`src/rtl/bin_to_bcd_seq_pkg.sv`:
```
// bin_to_bcd_pkg: shared types and constants for the sequential binary-to-BCD
// converter (bin_to_bcd_seq) and its per-digit adjust cell.
//   state_t         : converter FSM states
//   BCD_ADJ_*       : double-dabble add-3 rule (digit >= 5 -> digit + 3)
//   DATA_W_DEF/DIGITS_DEF : default binary width / BCD digit count
package bin_to_bcd_pkg;

  localparam int DATA_W_DEF = 32;
  localparam int DIGITS_DEF = 10;  // 10^10 > 2^32

  typedef enum logic [1:0] {
    ST_IDLE  = 2'd0,
    ST_SHIFT = 2'd1,
    ST_DONE  = 2'd2
  } state_t;

  localparam logic [3:0] BCD_ADJ_THRESH = 4'd5;
  localparam logic [3:0] BCD_ADJ_ADD    = 4'd3;

endpackage

```
`src/rtl/bin_to_bcd_seq_if.sv`:
```
// bin_to_bcd_seq_if: valid/ready bus around the BCD converter.
//   in_data/in_valid/in_ready     : binary value from upstream (Fibonacci source)
//   bcd_out/out_valid/out_ready   : packed BCD toward the display driver
//   digit_blank                   : leading-zero mask (only with BIN_TO_BCD_BLANK_EN)
// Modports:
//   master : the side that supplies data and consumes results (upstream + display)
//   slave  : the converter itself
interface bin_to_bcd_seq_if
  import bin_to_bcd_pkg::*;
#(
  parameter int DATA_W = DATA_W_DEF,
  parameter int DIGITS = DIGITS_DEF
);

  logic [DATA_W-1:0]   in_data;
  logic                in_valid;
  logic                in_ready;
  logic [4*DIGITS-1:0] bcd_out;
  logic                out_valid;
  logic                out_ready;
`ifdef BIN_TO_BCD_BLANK_EN
  logic [DIGITS-1:0]   digit_blank;
`endif

  modport master (
    output in_data, in_valid, out_ready,
    input  in_ready, bcd_out, out_valid
`ifdef BIN_TO_BCD_BLANK_EN
    , input digit_blank
`endif
  );

  modport slave (
    input  in_data, in_valid, out_ready,
    output in_ready, bcd_out, out_valid
`ifdef BIN_TO_BCD_BLANK_EN
    , output digit_blank
`endif
  );

endinterface

```
`src/rtl/bin_to_bcd_seq_adjust.sv`:
```
// bcd_digit_adjust: combinational double-dabble correction for one BCD digit.
//   i_digit : 4-bit working digit
//   o_digit : i_digit + 3 when i_digit >= 5, else i_digit (no carry out)
module bcd_digit_adjust
  import bin_to_bcd_pkg::*;
(
  input  logic [3:0] i_digit,
  output logic [3:0] o_digit
);

  assign o_digit = (i_digit >= BCD_ADJ_THRESH) ? (i_digit + BCD_ADJ_ADD) : i_digit;

endmodule

```
`src/rtl/bin_to_bcd_seq.sv`:
```
// bin_to_bcd_seq: sequential double-dabble binary-to-BCD converter.
// One add-3/shift iteration per clock; a result appears DATA_W edges after
// the accepting edge and is held until the downstream handshake.
// Ports:
//   clk   : rising-edge clock
//   reset : asynchronous active-high reset
//   bus   : bin_to_bcd_seq_if.slave (input handshake, BCD output handshake)
// Optional feature macro: BIN_TO_BCD_BLANK_EN adds the registered digit_blank
// leading-zero mask on the bus.
module bin_to_bcd_seq
  import bin_to_bcd_pkg::*;
#(
  parameter int DATA_W = DATA_W_DEF,
  parameter int DIGITS = DIGITS_DEF
)(
  input  logic              clk,
  input  logic              reset,
  bin_to_bcd_seq_if.slave   bus
);

  localparam int BCD_W = 4 * DIGITS;
  localparam int CNT_W = $clog2(DATA_W);
  localparam logic [CNT_W-1:0] CNT_LAST = CNT_W'(DATA_W - 1);

  state_t              r_state, w_state_nxt;
  logic [DATA_W-1:0]   r_bin;
  logic [BCD_W-1:0]    r_bcd_work;
  logic [CNT_W-1:0]    r_cnt;
  logic [BCD_W-1:0]    r_bcd_out;

  logic                w_load, w_shift, w_done;
  logic                w_in_ready, w_out_valid;
  logic [BCD_W-1:0]    w_adj;
  logic [BCD_W+DATA_W-1:0] w_work_nxt;
  logic [BCD_W-1:0]    w_bcd_nxt;
  logic [DATA_W-1:0]   w_bin_nxt;

  // add-3 on every digit, then shift the joined {bcd, bin} left by one
  genvar g;
  generate
    for (g = 0; g < DIGITS; g++) begin : g_adj
      bcd_digit_adjust u_adj (
        .i_digit (r_bcd_work[4*g +: 4]),
        .o_digit (w_adj[4*g +: 4])
      );
    end
  endgenerate

  assign w_work_nxt = {w_adj, r_bin} << 1;
  assign w_bcd_nxt  = w_work_nxt[BCD_W+DATA_W-1 -: BCD_W];
  assign w_bin_nxt  = w_work_nxt[DATA_W-1:0];

  // FSM state register
  always_ff @(posedge clk or posedge reset) begin
    if (reset) r_state <= ST_IDLE;
    else       r_state <= w_state_nxt;
  end

  // FSM next state / control
  always_comb begin
    w_state_nxt = r_state;
    w_load      = 1'b0;
    w_shift     = 1'b0;
    w_done      = 1'b0;
    w_in_ready  = 1'b0;
    w_out_valid = 1'b0;
    unique case (r_state)
      ST_IDLE: begin
        w_in_ready = 1'b1;
        if (bus.in_valid) begin
          w_load      = 1'b1;
          w_state_nxt = ST_SHIFT;
        end
      end
      ST_SHIFT: begin
        w_shift = 1'b1;
        if (r_cnt == CNT_LAST) begin
          w_done      = 1'b1;
          w_state_nxt = ST_DONE;
        end
      end
      ST_DONE: begin
        w_out_valid = 1'b1;
        if (bus.out_ready) w_state_nxt = ST_IDLE;
      end
      default: w_state_nxt = ST_IDLE;
    endcase
  end

  // datapath
  always_ff @(posedge clk or posedge reset) begin
    if (reset) begin
      r_bin      <= '0;
      r_bcd_work <= '0;
      r_cnt      <= '0;
      r_bcd_out  <= '0;
    end else begin
      if (w_load) begin
        r_bin      <= bus.in_data;
        r_bcd_work <= '0;
        r_cnt      <= '0;
      end else if (w_shift) begin
        r_bin      <= w_bin_nxt;
        r_bcd_work <= w_bcd_nxt;
        r_cnt      <= r_cnt + CNT_W'(1);
      end
      // the last shift result goes straight to the output register
      if (w_done) r_bcd_out <= w_bcd_nxt;
    end
  end

  assign bus.in_ready  = w_in_ready;
  assign bus.out_valid = w_out_valid;
  assign bus.bcd_out   = r_bcd_out;

`ifdef BIN_TO_BCD_BLANK_EN
  logic [DIGITS-1:0] r_blank, w_blank;

  // digit i blanks when it and every digit above it are zero; digit 0 never blanks
  always_comb begin
    logic zero_above;
    w_blank    = '0;
    zero_above = 1'b1;
    for (int i = DIGITS - 1; i >= 1; i--) begin
      zero_above = zero_above && (w_bcd_nxt[4*i +: 4] == 4'd0);
      w_blank[i] = zero_above;
    end
  end

  always_ff @(posedge clk or posedge reset) begin
    if (reset)       r_blank <= '0;
    else if (w_done) r_blank <= w_blank;
  end

  assign bus.digit_blank = r_blank;
`endif

endmodule

```
`src/flat_wrapper.sv`:
```
// flat-port wrapper written by rule: the top's interface ports become plain ports
module bin_to_bcd_seq_flat import bin_to_bcd_pkg::*;
#(
  parameter int DATA_W = DATA_W_DEF,
  parameter int DIGITS = DIGITS_DEF
)
  (clk, reset, bus_in_data, bus_in_valid, bus_out_ready, bus_in_ready, bus_bcd_out, bus_out_valid);
  bin_to_bcd_seq_if #(.DATA_W(DATA_W), .DIGITS(DIGITS)) bus_i ();
  input  logic clk;
  input  logic reset;
  input wire logic [$bits(bus_i.in_data)-1:0] bus_in_data;
  input wire logic [$bits(bus_i.in_valid)-1:0] bus_in_valid;
  input wire logic [$bits(bus_i.out_ready)-1:0] bus_out_ready;
  output wire logic [$bits(bus_i.in_ready)-1:0] bus_in_ready;
  output wire logic [$bits(bus_i.bcd_out)-1:0] bus_bcd_out;
  output wire logic [$bits(bus_i.out_valid)-1:0] bus_out_valid;
  assign bus_i.in_data = bus_in_data;
  assign bus_i.in_valid = bus_in_valid;
  assign bus_i.out_ready = bus_out_ready;
  assign bus_in_ready = bus_i.in_ready;
  assign bus_bcd_out = bus_i.bcd_out;
  assign bus_out_valid = bus_i.out_valid;
  bin_to_bcd_seq #(.DATA_W(DATA_W), .DIGITS(DIGITS)) u_core (.clk(clk), .reset(reset), .bus(bus_i));
endmodule
```
`config.mk`:
```
export PLATFORM = sky130hd
export DESIGN_NAME = bin_to_bcd_seq_flat
export DESIGN_NICKNAME = d
export VERILOG_FILES = /design/src/rtl/bin_to_bcd_seq_pkg.sv /design/src/rtl/bin_to_bcd_seq_if.sv /design/src/rtl/bin_to_bcd_seq_adjust.sv /design/src/rtl/bin_to_bcd_seq.sv /design/src/flat_wrapper.sv
export SDC_FILE = /design/constraint.sdc
export NUM_CORES = 1
export LEC_CHECK = 0
export BUFFER_PORTS_ARGS = -buffer_cell sky130_fd_sc_hd__buf_4
export CAP_MARGIN = 20
export CORE_ASPECT_RATIO = 1.5
export CORE_MARGIN = 4
export CORE_UTILIZATION = 50
export DETAILED_ROUTE_END_ITERATION = 10
export GPL_TIMING_DRIVEN = 0
export PLACE_DENSITY_LB_ADDON = 0.2
export SLEW_MARGIN = 25
export SYNTH_ARGS = -nofsm -noshare
export SYNTH_HDL_FRONTEND = slang
export SYNTH_SLANG_ARGS = --single-unit
```
`constraint.sdc`:
```
create_clock -name clk -period 4.3 [get_ports clk]
set_input_delay 0.215 -clock clk [delete_from_list [all_inputs] [get_ports clk]]
set_output_delay 0.215 -clock clk [all_outputs]
set_load 0.02 [all_outputs]
```
==> summary.md, run 1 <==
| Metric | Value |
|---|---|
| Status | finished, final reports clean |
| Final Max Slew Viols | 0 |
| Ys flop type | dfrtp_1 |
| Die width | 93.7 um |
| Static Leakage | 3.43 nW |
| H-tree depth | 4 |
| Post-route minimum period | 1990 ps |
| Initial Util | between 50% and 60% |
| Die H | 137 um |
| Setup crit start kind | flip-flop |
| Max-cap violation count | 0 |
| Syn_nets | 569 |
| Area growth syn-to-layout | 26.8% |
| Final setup violation count | 0 |
| Tot GR Track Use | 21.0% |
| Final Instance Area | 6980 sq um |
| Largest net degree at the start of global routing | 84 |
| Ys Warns | 0 |
| Routed len/inst | between 15 and 20 um |
| Layout cells sized above 1 | 24.6% |
| DR vias | 4275 |
| CTS Buf Count | 17 |
| Fin util | 65.6% |
| Worst hold path class | in -> reg |
| Asr flop ratio synth | 100% |
| Max clock buf depth | 2 |
| Post-DP Area | 6300 sq um |
| Worst Setup End Kind | flip-flop |
| Fin crit share | 46.2% |
| Placer congestion estimate | 0.835 |
| Die area | approximately 13000 sq um |
| # IOs | slightly below 80 |
| DRT iter0 DRCs | between 200 and 300 |
| Clk root buf | clkbuf_16 |
| Post-CTS Repair Setup Buffers | 0 |
| Port-buffer cells | 77 |
| RSZ-0062 raised after global routing | no |
| Worst-skew pair later-pin latency | 410 ps |
| Synthesized area per cell | 10.8 sq um |
| Final WL | 12.6 mm |
| CP max FO | 10 |
| Worst Path Required | 4560 ps |
| Final hold viol count | 0 |
| Diode count | 0 |
| Final Worst Setup Slack | approximately 2300 ps |
| Tightest Pin Transition | ~580 ps |
| Avg Vias per Cell | 5.59 |
| CTS tree | done |
| # clock sinks | between 100 and 150 |
| Vias in the first global route | about 4400 |
| Mapped cell area | about 5500 sq um |
| Pre-CTS setup slack | about 2300 ps |
| Sequential-to-total area share from yosys stat | 54.1% |
| Final #Nets | approximately 670 |
| Crit path kind | reg -> reg |
| Number of remaining DRC errors | 0 |
| Total power | 5.77 mW |
| Num rows | 46 |
| Max VDD drop | approximately 0.5 mV |
| Cells after Synth | 511 |
| Pre-antenna DRT Iters | 4 |
| Detail Placement HPWL | around 9 mm |
| Final Skew | 5.39 ps |
| WP data arrival | 2250 ps |
| Synthesized flop and latch total | 119 |
| Worst-path clk slew | around 50 ps |
| Final ANT Viol Nets | 0 |
| Worst relative slew slack | 61.6% |
| Initial antenna violation count | 0 |
| CORE AREA | 10600 sq um |
| Cell Pwr Density | 826 nW/um^2 |
| Setup TNS | 0 ps |
| Congestion Overflow GR | 0 |
| Fmax achieved | 504 MHz |
| Fillers | ~860 |
| Post-synth cell types | 29 |
| Number of flops mapped to enable cells by yosys | 0 |
| First-pass GRT wire length | roughly 21 mm |
-- power by group --
group	internal [mW]	leakage [nW]	switching (mW)	total (mW)
logic	1.02	1.56	1.21	2.23
clock network	1.11	0.335	0.476	1.59
registers	1.58	1.54	0.368	1.95
total	3.71	3.43	2.06	5.77
-- worst max-delay path, stage by stage (launching register included) --
cell      delay, ps
dfrtp_1         410
ha_1            250
and3_1          190
ha_1            200
nand2_2         130
clkbuf_1        470
o21ai_0         190
-- registers in the layout, summed over array words and instances, names as in the netlist --
| name | cells |
|---|---|
| u_core.bus.bcd_out | 40 |
| u_core.r_bcd_work | 40 |
| u_core.r_bin | 32 |
| u_core.r_cnt | 5 |
| u_core.r_state | 2 |
-- what timing repair did --
| item | in CTS | in global routing |
|---|---|---|
| setup endpoints to repair | 0 | 0 |
| gates resized for setup | 0 | 0 |
| hold buffers | 1 | 0 |
| hold endpoints to repair | 36 | 0 |
-- cell families (layout without fill, tap and decap cells) --
| family | count (synthesis) | count (layout) | synth area share, % |
|---|---|---|---|
| and+or+nand+nor | 132 | 132 | 11.3 |
| buffers and inverters | 50 | 160 | 4.23 |
| xor gates and xnor gates | 10 | 10 | 1.59 |
| DFF | 119 | 119 | 54.1 |
| AOI/OAI and AO/OA | 148 | 148 | 17.8 |
| muxes | 30 | 30 | 5.93 |
| adders and majority gates | 22 | 22 | 5.00 |
-- layer usage --
| metal | global-route usage (%) | part of all wire, % | vias to the layer above | wire [um] |
|---|---|---|---|---|
| li1 | - | - | 2011 | - |
| met1 | 23.8 | 39 | 2122 | 4980 |
| met2 | 36.0 | 52 | 117 | 6540 |
| met3 | 6.49 | 6.4 | 25 | 812 |
| met4 | 9.64 | 2.2 | 0 | 274 |
| met5 | 0 | 0 | - | 0 |
-- path summary, 6_finish.rpt --
check	to	startpoint	cells past startpoint	slack, ps
worst max-delay path	u_core.bus.bcd_out[31]	u_core.r_cnt[0]	6	2310
worst min-delay path	u_core.r_state[1]	bus_out_ready	2	10
worst max register to register	u_core.bus.bcd_out[31]	u_core.r_cnt[0]	6	2310
worst min register to register	u_core.r_bin[24]	u_core.r_bin[24]	2	480
max in group asynchronous	u_core.r_cnt[2]	reset	4	3300
min in group asynchronous	u_core.bus.bcd_out[1]	reset	3	330
-- through the flow --
stage,hold slack [ps],instances
finish,13.1,765
global route,1.78,765
CTS,5.04,765
detailed placement,204,733
global placement,431,732
floorplan,323,511
-- synthesized netlist by cell type (all sizes together), types with 10 or more instances --
| library cell | count | share of area (%) |
|---|---|---|
| o21ai | 38 | 3.5 |
| inv | 22 | 1.5 |
| nor3b | 20 | 2.8 |
| buf | 19 | 2.1 |
| a32o | 10 | 1.8 |
| nand2b | 12 | 1.4 |
| dfrtp | 119 | 54 |
| a22o | 20 | 3.2 |
| a22oi | 31 | 4.2 |
| o31ai | 11 | 1.5 |
| ha | 22 | 5.0 |
| a21oi | 29 | 2.6 |
| nand2 | 92 | 6.3 |
| xnor2 | 10 | 1.6 |
| mux2 | 21 | 4.3 |
-- cells in the final DEF (no fill, tap or decap), types with 2 or more instances in the layout --
cell type and n:
dfrtp_1 119, nand2_1 91, buf_4 78, o21ai_0 38, a22oi_1 31, a21oi_1 29
ha_1 22, inv_1 21, mux2_2 21, a22o_1 20, nor3b_1 19, clkbuf_16 17
buf_2 15, nand2b_1 12, o31ai_1 11, xnor2_1 10, a32o_1 10, clkbuf_1 9
mux2i_1 9, o22ai_1 9, clkbuf_8 6, bufinv_16 5, buf_6 3, clkinv_2 3
nor2_1 2
-- layout make-up --
class | instances | area [sq um] | area share, %
Sequential cell | 119 | 2980 | 42.7
Multi-Input combinational cell | 342 | 2290 | 32.9
Inverter | 22 | 90.1 | 1.29
Buffer | 28 | 150 | 2.15
Tap cell | 144 | 180 | 2.58
Clock inverter | 8 | 165 | 2.37
Timing Repair Buffer | 79 | 616 | 8.82
Clock buffer | 23 | 508 | 7.28
Note: power is estimated with default switching activity, not from simulation.
==> run 2, diff against run 1 <==
==> constraint.sdc (replaced) <==
create_clock -name clk -period 2 [get_ports clk]
set_input_delay 0.1 -clock clk [delete_from_list [all_inputs] [get_ports clk]]
set_output_delay 0.1 -clock clk [all_outputs]
set_load 0.02 [all_outputs]
==> run 2 against run 1 <==
Worst hold slack better by 230 ps. Core utilization rose by 3.3 points. First-iteration DRC count decreased by 1.7%. Total power is 110% higher. Combinational power is 120% higher. Final area is 5.1% higher. Sequential share of layout area fell by 2.1 points. Critical path type unchanged. Cell count is 4.8% higher. Clock skew hardly changed. Flip-flop and latch count did not move. Non-clock buffer count increased by 37. Largest cell class unchanged. Largest power group unchanged. Maximum frequency up 4.3%.
==> summary.md, run 2 (same netlist as run 1, synthesis figures left out) <==
| Metric | Value |
|---|---|
| CTS tree | done |
| CP max FO | 10 |
| Status | finished, final reports clean |
| Critical R2R Launch | u_core.r_cnt[0] |
| Fin util | 68.9% |
| Routed len/inst | 16.6 um |
| Layout cells sized above 1 | 24.0% |
| Final Instance Area | 7340 sq um |
| CP most frequent cell | ha_1 |
| Vias in the first global route | 4542 |
| Num rows | 46 |
| Port-buffer cells | 77 |
| Commonest cells after routing, fill and taps aside | dfrtp_1 (119), nand2_1 (91), buf_4 (80) |
| Die width | about 94 um |
| R2R depth | 6 |
| Pre-antenna DRT Iters | 5 |
| Initial antenna violation count | 0 |
| Avg Vias per Cell | 5.50 |
| Worst Path Required | 2290 ps |
| CORE AREA | roughly 11000 sq um |
| Worst relative slew slack | 64.4% |
| H-tree depth | 4 |
| Final hold viol count | 0 |
| Final Skew | 5.62 ps |
| CP max stage cell | dfrtp_1 |
| Max stage delay on crit path | 410 ps |
| Max-cap violation count | 0 |
| DR vias | 4408 |
| Placer congestion estimate | 0.850 |
| Final ANT Viol Nets | 0 |
| Detail Placement HPWL | 9.01 mm |
| Diode count | 0 |
| Post-route minimum period | between 1500 and 2000 ps |
| # clock sinks | approximately 120 |
| Worst-skew pair later-pin latency | around 400 ps |
| Fmax achieved | about 530 MHz |
| Die area | 12800 sq um |
| Worst hold path class | in -> async |
| Crit path kind | reg -> reg |
| Clk root buf | clkbuf_16 |
| RSZ-0062 raised after global routing | no |
| Max clock buf depth | 2 |
| DRT iter0 DRCs | 282 |
| Tightest Pin Transition | 533 ps |
| Total power | 12.3 mW |
| Setup TNS | 0 ps |
| Placed cell count | 736 |
| Congestion Overflow GR | 0 |
| Critical-path cell list | ha_1 -> and3_1 -> ha_1 -> nand2_2 -> buf_4 -> mux2_2 |
| Max VDD drop | around 0.8 mV |
| Crit path from | u_core.r_cnt[0] |
| Static Leakage | 3.58 nW |
| First-pass GRT wire length | 21.9 mm |
| Cell Pwr Density | 1670 nW/um^2 |
| Final setup violation count | 0 |
| Largest net degree at the start of global routing | 33 |
| Post-DP Area | 6350 sq um |
| Die H | 137 um |
| Tot GR Track Use | between 20% and 30% |
| Buf/Inv on CP | 1 |
| Initial Util | 51.7% |
| WP data arrival | 2200 ps |
| Area growth syn-to-layout | 33.3% |
| Final #Nets | 704 |
| # IOs | 78 |
| RR Endpoint | u_core.bus.bcd_out[6] |
| CP delay by family, top | adder cells |
| Final WL | about 13 mm |
| Worst Setup End Kind | flip-flop |
| Commonest non-fill, non-tap cell in the layout | dfrtp_1 |
| Number of remaining DRC errors | 0 |
| Final Max Slew Viols | 0 |
| Final cell count without fillers | about 800 |
| Fin crit share | 95.2% |
| Worst-path clk slew | 50 ps |
| CTS Buf Count | 17 |
| Setup crit start kind | flip-flop |
| Reg-to-reg slack, setup | 100 ps |
## run 2: cell count changes in the layout (fill, tap and decap cells not counted), sizes merged
cell,change
dlygate4sd3,+34
buf,+3
clkinvlp,+2
bufinv,-1
clkbuf,-1
clkinv,+1
inv,-1
## run 2: worst min-delay path: cells and delay by family
kind | cells | cell delay [ps]
buffers and inverters | 3 | 950
## run 2: timing repair
action	4_1_cts	5_1_grt
pin swaps	0	0
hold buffers	35	0
hold endpoints to repair	69	0
endpoints found under the setup margin	15	16
setup buffers	0	0
resized for setup	4	4
## run 2: cell type report
class                   count  area, sq um
flip-flops and latches    119         2980
clock inverters             9          148
well taps                 144          180
multi-input cells         342         2290
repair buffers            116         1020
plain buffers              28          160
inverters                  22         86.3
fillers                   766         3310
clock buffers              22          474
## run 2: where the power goes
group / leakage, nW / internal (mW) / switching, mW
registers: 1.54 / 3.40 / 0.806
clock network: 0.306 / 2.17 / 1.05
logic: 1.74 / 2.25 / 2.61
total: 3.58 / 7.81 / 4.46
## run 2: how the worst max path moves through the flow
stage / slack (ps) / endpoint / depth (start not counted)
finish: 100 / u_core.bus.bcd_out[6] / 6
global route: 20 / u_core.bus.bcd_out[33] / 6
CTS: 50 / u_core.bus.bcd_out[4] / 7
detailed placement: 7 / u_core.r_state[1] / 6
global placement: -330 / u_core.r_bin[7] / 2
floorplan: 260 / u_core.bus.bcd_out[17] / 6
## run 2: stage by stage
step / hold slack, ps / setup WS [ps]
after global routing: 270 / 22.9
after detailed placement: 113 / 6.54
after floorplan: 208 / 259
after CTS: 238 / 53.0
final: 241 / 96.6
after global placement: 292 / -330
## run 2: layer usage
metal	global-route usage, %	routed length (um)	vias to the layer above
met3	5.01	675	17
met2	39.5	7180	135
met1	25.5	5300	2170
met5	0	0	-
li1	-	-	2086
met4	7.79	181	0
